## src/rtl/mult_unit_pkg.sv

```systemverilog
// Shared constants and state encoding for the shift-add multiplier.
// Optional build macro: MULT_EARLY_EXIT_EN (see mult_unit.sv).
package mult_unit_pkg;

    localparam int DEFAULT_WORD = 64;

    typedef enum logic [1:0] {
        MULT_IDLE = 2'b00,
        MULT_RUN  = 2'b01,
        MULT_DONE = 2'b10
    } mult_state_e;

endpackage

```

## src/rtl/mult_unit_step.sv

```systemverilog
// One shift-add step: adds mcand << i to the accumulator for every set bit i
// of the multiplier slice. Purely combinational, wraps modulo 2^WORD.
module mult_unit_step #(
    parameter int WORD = 64,
    parameter int BPC  = 1
) (
    input  logic [WORD-1:0] acc,
    input  logic [WORD-1:0] mcand,
    input  logic [BPC-1:0]  mplier_slice,
    output logic [WORD-1:0] acc_next
);

    always_comb begin
        acc_next = acc;
        for (int i = 0; i < BPC; i++) begin
            if (mplier_slice[i]) begin
                acc_next = acc_next + (mcand << i);
            end
        end
    end

endmodule

```

## src/rtl/mult_unit.sv

```systemverilog
// Multi-cycle unsigned shift-add multiplier returning the low WORD bits of the product.
// Build macro MULT_EARLY_EXIT_EN: finish as soon as the remaining multiplier bits are all zero.
module mult_unit
    import mult_unit_pkg::*;
#(
    parameter int WORD           = DEFAULT_WORD,
    parameter int BITS_PER_CYCLE = 1
) (
    input  logic            clk,
    input  logic            reset,
    input  logic            start,
    input  logic [WORD-1:0] multiplicand,
    input  logic [WORD-1:0] multiplier,
    output logic            busy,
    output logic            done,
    output logic [WORD-1:0] result
);

    localparam int N  = WORD / BITS_PER_CYCLE;
    localparam int CW = $clog2(N) + 1;
    localparam logic [CW-1:0] LAST_CNT = CW'(N - 1);

    mult_state_e     state_q, state_d;
    logic [CW-1:0]   cnt_q, cnt_d;
    logic [WORD-1:0] mcand_q, mcand_d;
    logic [WORD-1:0] mplier_q, mplier_d;
    logic [WORD-1:0] acc_q, acc_d;
    logic [WORD-1:0] result_q, result_d;
    logic [WORD-1:0] acc_step;
    logic [WORD-1:0] mplier_shift;
    logic            last_step;

    mult_unit_step #(
        .WORD (WORD),
        .BPC  (BITS_PER_CYCLE)
    ) u_step (
        .acc          (acc_q),
        .mcand        (mcand_q),
        .mplier_slice (mplier_q[BITS_PER_CYCLE-1:0]),
        .acc_next     (acc_step)
    );

    assign mplier_shift = mplier_q >> BITS_PER_CYCLE;

`ifdef MULT_EARLY_EXIT_EN
    // Nothing left to add once the unretired multiplier bits are all zero.
    assign last_step = (cnt_q == LAST_CNT) || (mplier_shift == '0);
`else
    assign last_step = (cnt_q == LAST_CNT);
`endif

    always_comb begin
        state_d  = state_q;
        cnt_d    = cnt_q;
        mcand_d  = mcand_q;
        mplier_d = mplier_q;
        acc_d    = acc_q;
        result_d = result_q;
        case (state_q)
            MULT_IDLE, MULT_DONE: begin
                if (start) begin
                    state_d  = MULT_RUN;
                    mcand_d  = multiplicand;
                    mplier_d = multiplier;
                    acc_d    = '0;
                    cnt_d    = '0;
                end else begin
                    state_d = MULT_IDLE;
                end
            end
            MULT_RUN: begin
                acc_d    = acc_step;
                mcand_d  = mcand_q << BITS_PER_CYCLE;
                mplier_d = mplier_shift;
                cnt_d    = cnt_q + 1'b1;
                if (last_step) begin
                    state_d  = MULT_DONE;
                    result_d = acc_step;
                end
            end
            default: state_d = MULT_IDLE;
        endcase
    end

    always_ff @(posedge clk or negedge reset) begin
        if (!reset) begin
            state_q  <= MULT_IDLE;
            cnt_q    <= '0;
            mcand_q  <= '0;
            mplier_q <= '0;
            acc_q    <= '0;
            result_q <= '0;
        end else begin
            state_q  <= state_d;
            cnt_q    <= cnt_d;
            mcand_q  <= mcand_d;
            mplier_q <= mplier_d;
            acc_q    <= acc_d;
            result_q <= result_d;
        end
    end

    // DONE lasts exactly one cycle, so done is a single-cycle pulse.
    assign busy   = (state_q == MULT_RUN);
    assign done   = (state_q == MULT_DONE);
    assign result = result_q;

endmodule

```

## config.mk

```make
export PLATFORM = sky130hd
export DESIGN_NAME = mult_unit
export DESIGN_NICKNAME = d
export VERILOG_FILES = /design/src/rtl/mult_unit_pkg.sv /design/src/rtl/mult_unit_step.sv /design/src/rtl/mult_unit.sv
export SDC_FILE = /design/constraint.sdc
export NUM_CORES = 1
export LEC_CHECK = 0
export CORE_MARGIN = 2
export CORE_UTILIZATION = 45
export CTS_BUF_LIST = sky130_fd_sc_hd__clkbuf_4 sky130_fd_sc_hd__clkbuf_8
export DETAILED_ROUTE_END_ITERATION = 8
export PLACE_DENSITY = 0.78
export SYNTH_ARGS = -nofsm -noshare
export SYNTH_HDL_FRONTEND = slang
export SYNTH_SLANG_ARGS = --single-unit
export TNS_END_PERCENT = 1
```

## constraint.sdc

```tcl
create_clock -name clk -period 3 [get_ports clk]
set_input_delay 0.45 -clock clk [delete_from_list [all_inputs] [get_ports clk]]
set_output_delay 0.45 -clock clk [all_outputs]
set_load 0.02 [all_outputs]
```

==> metrics <==
clock skew=0.0366 ns; DP HPWL=29900 um; crit path cell chain=ha_4, nand4_1, or3_4, nor3_4, o41ai_2, buf_4, a211oi_4, o41ai_4, buf_4, o31ai_4, buf_4, xnor2_2, o211ai_1, o21a_1; Buf/Inv on CP=3; largest net degree at the start of global routing=105; syn avg cell area=8.98 um^2; fraction of layout cells with a size suffix above 1=16.7%; FF-to-FF End=result[59]; Detailed Route Iter0 Violations=1033; H-tree lvl count=2; CTS tree=done; Synth top area share=44.9%; Synth Cell Area=0.0148 mm^2; final-report setup violation count=9; CTS sink cnt=265; critical path's top delay family=compound AO/OA/AOI/OAI gates; Setup crit start kind=register; most frequent cell after synthesis=nand2_1; run status=finished, violations left; unrepaired setup endpoints after global routing=yes; reported max-cap violation count=0; worst-path maximum fanout=3; # fillers=2745; top post-synthesis cells by area=dfrtp_1 45%, nand2_1 9.4%, a22oi_1 6.4%; Synth cell types=76; slowest stage delay, CP=0.45 ns; Total GRT Usage=25.1%; Worst path slowest cell=or3_4; critical path class=register to register; Core Area=0.0325 mm^2; initial core utilization=45.5%; crit share post-route=104%; DRT antenna net count=0; DRC viols=0; Ys Warns=0; Crit. End Element=register; Pwr Total=0.0107 W; Seq/Total Area, Yosys=44.9%; vias in the first global route=13500; initial antenna violation count=0; Synth Flop Type=dfrtp_1; post-layout util=60.1%; PwrDens=550 mW/mm^2; VDD IR-drop max=0.362 mV; Port Buffer Count=196; Layout area overhead=32.1%; Stages on worst setup path=14; fmax=321 MHz; grt ovf=0; multi-input logic area=0.00813 mm^2; GP Congestion=0.930; Synth top cells by count=368 x nand2_1, 265 x dfrtp_1, 125 x a22oi_1; Slew @ Worst Pin=0.986 ns; clock buffer count from CTS=47; DR WL/cell=18.1 um; Critical Path RT=3.46 ns; R2R Path Start=acc_q[21]; Arr. time, crit path=3.58 ns; leakage=9.27 nW; Period minus WS final=3.12 ns; register bit count reported by yosys=265; worst slack at placement=-0.171 ns; first-pass GRT wire length=69000 um; 1st-pass router iterations=7; worst setup margin=-0.116 ns; final hold slack=0.451 ns; clk buf depth=3; Hold Path Class=input pin to asynchronous set/reset pin; nets=2128; flop2flop setup slack=-0.12 ns; I/O Pins=197; setup TNS=-0.494 ns; Inserted Diodes=0; R2R cell count=14; die area=0.0343 mm^2; clk slew on worst S/H paths=0.06 ns; Die X=185 um; Seq. cell area=0.00663 mm^2; Die Y-Extent=185 um; Syn Nets=1840; Skew-Pair Late Insertion Delay=0.59 ns; Crit path top cell by count=buf_4; Routed WL=43400 um; root buf cell=clkbuf_8; Slew HR=34.3%; Mapped Cells=1644; number of synthesized flops with an enable pin=0; asr flop ratio synth=100%; Slew Viols, Final=0; row count=66; Final Hold Fails=0; Vias=13600; Vias per Instance=5.67; failing checks=negative setup slack; Synth area leader=dfrtp_1
cell type report:
class                           count  share of cell area (%)
Clock buffer                       68                    4.38
Multi-Input combinational cell   1250                    41.7
Clock inverter                      6                   0.192
Sequential cell                   265                    34.0
Tap cell                          442                    2.84
Inverter                           19                   0.379
Timing Repair Buffer              349                    16.5
worst max path at each step:
stage,end,slack [ns],from
after floorplan,acc_q[63],0.09,mcand_q[1]
after global placement,acc_q[63],-0.10,mcand_q[1]
after detailed placement,acc_q[63],-0.17,mcand_q[1]
after CTS,acc_q[63],-0.21,mcand_q[1]
after global routing,acc_q[63],-0.25,mcand_q[4]
final,result[59],-0.12,acc_q[21]
flip-flops by register name, summed over array words and instances, names as in the netlist:
register	cells
acc_q	64
cnt_q	7
result	64
mcand_q	64
mplier_q	64
state_q	2
worst register-to-register path, stage by stage (launching register included):
cell and delay (ns):
dfrtp_1 0.42, ha_4 0.30, nand4_1 0.13, or3_4 0.45, nor3_4 0.14, o41ai_2 0.09, buf_4 0.16, a211oi_4 0.33
o41ai_4 0.11, buf_4 0.18, o31ai_4 0.23, buf_4 0.16, xnor2_2 0.11, o211ai_1 0.10, o21a_1 0.12
cells by family after synthesis:
kind of cell	share of synthesized area, %
multiplexers	1.70
flip-flops	44.9
XOR/XNOR	3.62
AO/OA/AOI/OAI	23.7
AND/OR/NAND/NOR	17.1
buffers and inverters	3.39
adder cells (fa/ha/maj)	5.56
routing by layer:
layer	up-vias	track usage, %	wire length (um)
met1	6585	32.2	18400
met2	470	42.4	20700
met5	-	0	0
met4	0	7.52	1200
met3	91	5.72	3020
li1	6464	-	-
stage by stage:
stage,area [um^2],cells
floorplan,14800,1644
global placement,18100,2319
detailed placement,18100,2319
CTS,19100,2397
global route,19500,2399
finish,19500,2399
report_power, final:
group | internal (W) | switching [W]
logic | 0.00147 | 0.00170
registers | 0.00393 | 0.000319
clock network | 0.00181 | 0.00150
total | 0.00721 | 0.00352
cells in the final DEF (no fill, tap or decap), types with 7 or more instances in the layout:
cell type,Yosys,final
nand2_1,368,365
dfrtp_1,265,263
clkdlybuf4s50_1,0,195
buf_4,0,144
a22oi_1,125,125
o21ai_0,114,99
a21oi_1,90,79
nor2_1,67,65
nand3_1,57,56
clkbuf_8,0,55
ha_1,64,48
a21o_1,38,38
xnor2_1,35,30
o21a_1,30,30
xor2_1,26,25
and3_1,24,24
mux2i_1,24,24
nand4_1,20,20
inv_1,19,16
o21ai_1,6,16
o211ai_1,16,16
a22o_1,15,15
ha_4,0,14
nor3_1,15,13
clkbuf_4,0,13
a21oi_2,1,11
o21bai_1,9,9
buf_12,0,8
a211o_1,7,7
and2_1,7,7
timing repair:
| item | 4_1_cts | 5_1_grt |
|---|---|---|
| pin swaps | 3 | 31 |
| setup endpoints to repair | 32 | 66 |
| hold buffers | 1 | 0 |
| hold endpoints to repair | 72 | 0 |
| gates cloned | 0 | 0 |
| resized for setup | 10 | 79 |
| setup buffers | 3 | 2 |
Power figures use the tool's default switching activity.
